File: src/rtl/int_ctrl.sv
// Memory-mapped interrupt controller: rising-edge capture of level requests into
// PEND, per-source MASK, and lowest-index-first interrupt ID for the CPU.
module int_ctrl #(
  parameter int          NSRC = 6,
  parameter logic [31:0] BASE = 32'h0000_7f20
) (
  input  logic            clk,
  input  logic            reset,
  input  logic [NSRC-1:0] irq_src,
  input  logic [31:0]     addr,
  input  logic [3:0]      byteen,
  input  logic [31:0]     wdata,
  output logic [31:0]     rdata,
  output logic [NSRC-1:0] hw_int,
  output logic            int_req,
  output logic [2:0]      int_id
);

  typedef enum logic [1:0] {
    REG_ACK  = 2'd0,
    REG_MASK = 2'd1,
    REG_PEND = 2'd2,
    REG_ID   = 2'd3
  } reg_e;

  localparam logic [29:0] BASE_WORD = BASE[31:2];

  logic [NSRC-1:0] pend_q, mask_q, prev_q;
  logic [29:0]     word_off;
  logic            hit, wr_en;
  reg_e            sel;
  logic [31:0]     lane_mask;
  logic [NSRC-1:0] wr_bits, rise, ack_clr;
  logic            unused_bits;

  // Word offset from BASE; anything past the fourth word (or below BASE, which
  // wraps to a large offset) is outside the window.
  assign word_off  = addr[31:2] - BASE_WORD;
  assign hit       = (word_off < 30'd4);
  assign sel       = reg_e'(word_off[1:0]);
  assign wr_en     = hit && (byteen != 4'b0000);
  assign lane_mask = {{8{byteen[3]}}, {8{byteen[2]}}, {8{byteen[1]}}, {8{byteen[0]}}};
  assign wr_bits   = lane_mask[NSRC-1:0];

  assign rise    = irq_src & ~prev_q;
  assign ack_clr = (wr_en && sel == REG_ACK) ? (wdata[NSRC-1:0] & wr_bits) : '0;

  assign unused_bits = &{1'b0, addr[1:0], wdata[31:NSRC], lane_mask[31:NSRC]};

  // NOTE: state registers use non-blocking assignments so every flop samples
  // pre-edge values; blocking here would create order-dependent simulation.
  always_ff @(posedge clk or negedge reset) begin
    if (!reset) begin
      pend_q <= '0;
      mask_q <= '1;
      prev_q <= '0;
    end else begin
      prev_q <= irq_src;
      // Rise is OR-ed in after the clear so a coincident edge is never lost.
      pend_q <= (pend_q & ~ack_clr) | rise;
      if (wr_en && sel == REG_MASK)
        mask_q <= (mask_q & ~wr_bits) | (wdata[NSRC-1:0] & wr_bits);
    end
  end

  assign hw_int  = pend_q & mask_q;
  assign int_req = |hw_int;

  // NOTE: each always_comb assigns its outputs a default first, so no path
  // leaves them unassigned and no latch is inferred.
  always_comb begin
    int_id = 3'd7;
    for (int i = NSRC - 1; i >= 0; i--)
      if (hw_int[i]) int_id = 3'(i);
  end

  always_comb begin
    rdata = '0;
    if (hit) begin
      case (sel)
        REG_MASK: rdata[NSRC-1:0] = mask_q;
        REG_PEND: rdata[NSRC-1:0] = pend_q;
        REG_ID:   rdata[2:0]      = int_id;
        default:  rdata           = '0;
      endcase
    end
  end

endmodule

File: config.mk
export PLATFORM = sky130hd
export DESIGN_NAME = int_ctrl
export DESIGN_NICKNAME = d
export VERILOG_FILES = /design/src/rtl/int_ctrl.sv
export SDC_FILE = /design/constraint.sdc
export NUM_CORES = 1
export LEC_CHECK = 0
export BUFFER_PORTS_ARGS = -buffer_cell sky130_fd_sc_hd__buf_2
export CAP_MARGIN = 40
export CORE_MARGIN = 3
export CORE_UTILIZATION = 46
export CTS_BUF_LIST = sky130_fd_sc_hd__clkbuf_4
export DETAILED_ROUTE_END_ITERATION = 7
export GPL_TIMING_DRIVEN = 1
export PLACE_DENSITY = 0.92
export SLEW_MARGIN = 30
export SYNTH_ARGS = -nofsm -noshare
export SYNTH_HDL_FRONTEND = slang
export SYNTH_SLANG_ARGS = --single-unit
File: constraint.sdc
create_clock -name clk -period 6.5 [get_ports clk]
set_input_delay 0.975 -clock clk [delete_from_list [all_inputs] [get_ports clk]]
set_output_delay 0.975 -clock clk [all_outputs]
set_load 0.02 [all_outputs]
* Word level (Yosys, flattened, before mapping) *
Cells that the tools add are included.

cells by class
  $add $sub $neg = 1
  $lt $le $gt $ge = 1
  equality and inequality tests = 3
  multiplexer cells = 10
  bitwise logic cells = 10
  reduce and logical (&&, ||, !) cells = 6

operators with widths
  kind                                                                           count
  6-bit AND                                                                      5
  30-bit by 3-bit less-than comparator with 1-bit output, second input constant  1
  30-bit by 13-bit subtractor with 30-bit output, second input constant          1
  6-bit inverter                                                                 3
  3-bit 2-to-1 mux                                                               4
  6-bit 2-to-1 mux                                                               2
  6-bit bitwise OR                                                               2
  3-bit case mux with 3 select lines                                             1
  3-bit case mux with 2 select lines                                             1
  6-bit OR reduction                                                             1
  2-bit == test, second input constant                                           2
  2-bit 2-to-1 mux                                                               2
  4-bit nonzero test                                                             1
  1-bit logical AND                                                              3
  2-bit by 1-bit == test with 1-bit output, second input constant                1
  2-bit zero test                                                                1

word-level totals
  register bits after elaboration = 18
  bits of input ports = 76
  output and inout port bits = 42
  logic and storage cells = 34

* Longest topological paths before layout *
  depth after elaboration = 9
  mapped depth = 11
  gate-level depth less buffers = 9

* Worst setup path before layout *
No wires, ideal clock.

  path type = in2out
  from = input port addr[5]
  to = output port rdata[3]
  data arrival time = 3.344 ns
  data required time = 5.525 ns
  slack = 2.181 ns
  stages on the path = 11
  path buffers = 2
  path through = inv_1 -> ha_1 -> nand2b_1 -> and4b_1 -> buf_4 -> o31ai_1 -> o21ai_0 -> or3_1 -> or4_1 -> clkbuf_1 -> nor3_1

between the ends
  cells in the longest elaborated chain, start to end = 3

ends and longest elaborated chain
  item                                                    RTL line  RTL
  from (decl)                                             10        input logic [31:0] addr,
  30-bit by 13-bit subtractor with 30-bit output          38        assign word_off = addr[31:2] - BASE_WORD;
  30-bit by 3-bit less-than comparator with 1-bit output  39        assign hit = (word_off < 30'd4);
  6-bit 2-to-1 mux                                        79        if (hit) begin
  to (decl)                                               13        output logic [31:0] rdata,

Every way passes these cells.

* Worst setup path in the final report *
Same ends and word-level chain as after synthesis.

==> metrics <==
status finished clean; WHS ~560 ps; RSZ-0062 raised after global routing false; Ys Warns 0; CP Launch Type input port; clock root buffer clkbuf_4; Area growth, synth to finish 15.3%; sequential share of the synthesized area a little over a quarter; CTS Hold Bufs 0; Routed WL per cell 12.9 um; Cells after DPL roughly 300; GPL Wtd Cong 0.810; htree depth 1; DR DRC count 0; Pleak 0.925 nW; Longest Clk Path Bufs 2; first drt pass iteration count 4; simple-gate share of the synthesized area 28.3%; Initial Util 48.9%; fin crit share 69.6%; main area contributors after synthesis dfrtp_1 18%, buf_4 12%, dfstp_2 9.4%, ha_1 4.5%, mux2_2 4.0%; top cell type's share of synthesized area 17.8%; worst clock skew roughly 0.26 ps; via count 1612; Yosys top cell by area dfrtp_1; most common flop cell mapped by yosys dfrtp_1; Die Height ~66 um; DIE AREA 0.00442 mm2; antenna diode count 0; Syn Area/Cell 8.37 um2; Post-synth ARST share 100%; Post-CTS Setup Repair Bufs 0; Slew Limit Fails 0; non-filler cells in the finished layout 305; HP Class reg2reg; Data required, critical path 5520 ps; antenna viol nets, final 0; Commonest cells post-synth 27 x buf_4, 16 x inv_1, 13 x nor2_1; # rows 21; Tmin final 4530 ps; port buffer count 60; FMAX 0.221 GHz; post-CTS sizing 0; Synth Area in Adders 4.46%; xor and xnor area share after synthesis 1.04%; CORE AREA 0.00344 mm2; TritonCTS clock tree yes; Compound-Gate Fraction of Synth Area 16.8%; EDFF count, synth 0; TritonCTS Buffers 3; Setup-failing EPs final 0; layout cells sized above 1 ~31%; Vias/cell 5.29; FF+latch area approximately 460 um2; Final HPWL DP 3310 um; setup total negative slack 0 ps; max_cap viols 0; GRT Total Usage 17.5%; peak supply drop about 0.14 mV; io pins around 120; kind of critical path in2out; Seq cells post-synth 18; main combinational cell family by area after synthesis simple AND/OR/NAND/NOR gates; die width roughly 66 um; Critical Path Sink Type output pin; # fillers 328; most common cell in the synthesized netlist buf_4; multiplexer area fraction after synthesis 5.28%; initial antenna violation count 0; grt total ovfl 0; Slew headroom 54.1%; Worst-path clk slew 90 ps; Worst-Skew Late Latency about 290 ps; vias in the first global route about 1400; Worst-Margin Slew ~700 ps; Final nets 342; gate count after technology mapping 201; Detailed Route WL 3930 um; multi-input logic area 0.00104 mm2; first-pass GRT wire length 6130 um; CP Max Fanout 8; Synth cell types 47; Starting DRT DRC Count 69; largest net degree at the start of global routing 19; CTS Sinks 18; count of final hold-check violations 0; Worst Path Arrival 3550 ps; PD cells 118 mW/mm2; Post-Syn Area roughly 0.0017 mm2
cell usage in the layout (no fill, tap or decap), drive strengths merged, types with 3 or more instances in the layout:
cell type / n
a211oi: 4
a21oi: 8
a221o: 6
a222oi: 3
a22o: 3
and2: 3
buf: 60
clkbuf: 3
conb: 26
dfrtp: 12
dfstp: 6
ha: 6
inv: 16
mux2: 7
nand2: 12
nand3: 7
nand3b: 3
nor2: 13
nor2b: 7
nor3: 12
nor4: 4
o21ai: 6
or3: 4
or4: 7
path summary, 6_finish.rpt:
kind,depth (start not counted),from,slack [ps],endpoint
worst max register to register,2,pend_q[1]$_DFF_PN0_,5570,pend_q[1]$_DFF_PN0_
worst min register to register,1,pend_q[0]$_DFF_PN0_,560,pend_q[0]$_DFF_PN0_
worst max-delay path,11,addr[5],1970,rdata[3]
worst min-delay path,1,pend_q[0]$_DFF_PN0_,560,pend_q[0]$_DFF_PN0_
min in group asynchronous,1,reset,590,prev_q[4]$_DFF_PN0_
max in group asynchronous,1,reset,5580,asynchronous set/reset pin
layer usage:
layer | vias to the layer above | share of wire (%) | track usage [%]
met3 | 4 | 6.8 | 3.71
met4 | 0 | 0.79 | 2.79
met5 | - | 0 | 0
met2 | 67 | 51 | 30.2
met1 | 732 | 41 | 22.8
li1 | 809 | - | -
cells by family (layout without fill, tap and decap cells):
family	Yosys count	count (layout)
fa+ha+maj	6	6
xor+xnor	2	2
simple gates	81	81
flops	18	18
compound gates	38	38
mux	8	8
other cells	1	26
buf+inv	47	80
critical path, stage by stage:
cell and delay (ps):
buf_2 110, inv_1 70, ha_1 160, nand2b_1 80
and4b_1 290, o31ai_1 330, o21ai_0 130, or3_1 320
or4_1 600, nor3_1 260, buf_2 210
power by group:
| part | switching, mW | internal, mW |
|---|---|---|
| logic | 0.0397 | 0.0200 |
| clock network | 0.0324 | 0.0223 |
| registers | 0.000529 | 0.114 |
stage by stage:
step / power, mW / setup slack [ps] / util (%) / instance area, um2
after floorplan: 0.163 / 2180 / - / 1780
after global placement: 0.174 / 2030 / 55.6 / 1910
after detailed placement: 0.176 / 2020 / 55.6 / 1910
after CTS: 0.231 / 2010 / 56.4 / 1940
after global routing: 0.243 / 1750 / 56.4 / 1940
final: 0.229 / 1970 / 56.4 / 1940
area by class of cell:
| type | count | area share, % |
|---|---|---|
| clock inverters | 1 | 0.193 |
| inverters | 16 | 3.09 |
| flip-flops and latches | 18 | 23.6 |
| multi-input cells | 161 | 53.5 |
| repair buffers | 60 | 15.5 |
| well taps | 46 | 2.97 |
| clock buffers | 3 | 1.16 |
Note: power is estimated with default switching activity, not from simulation.
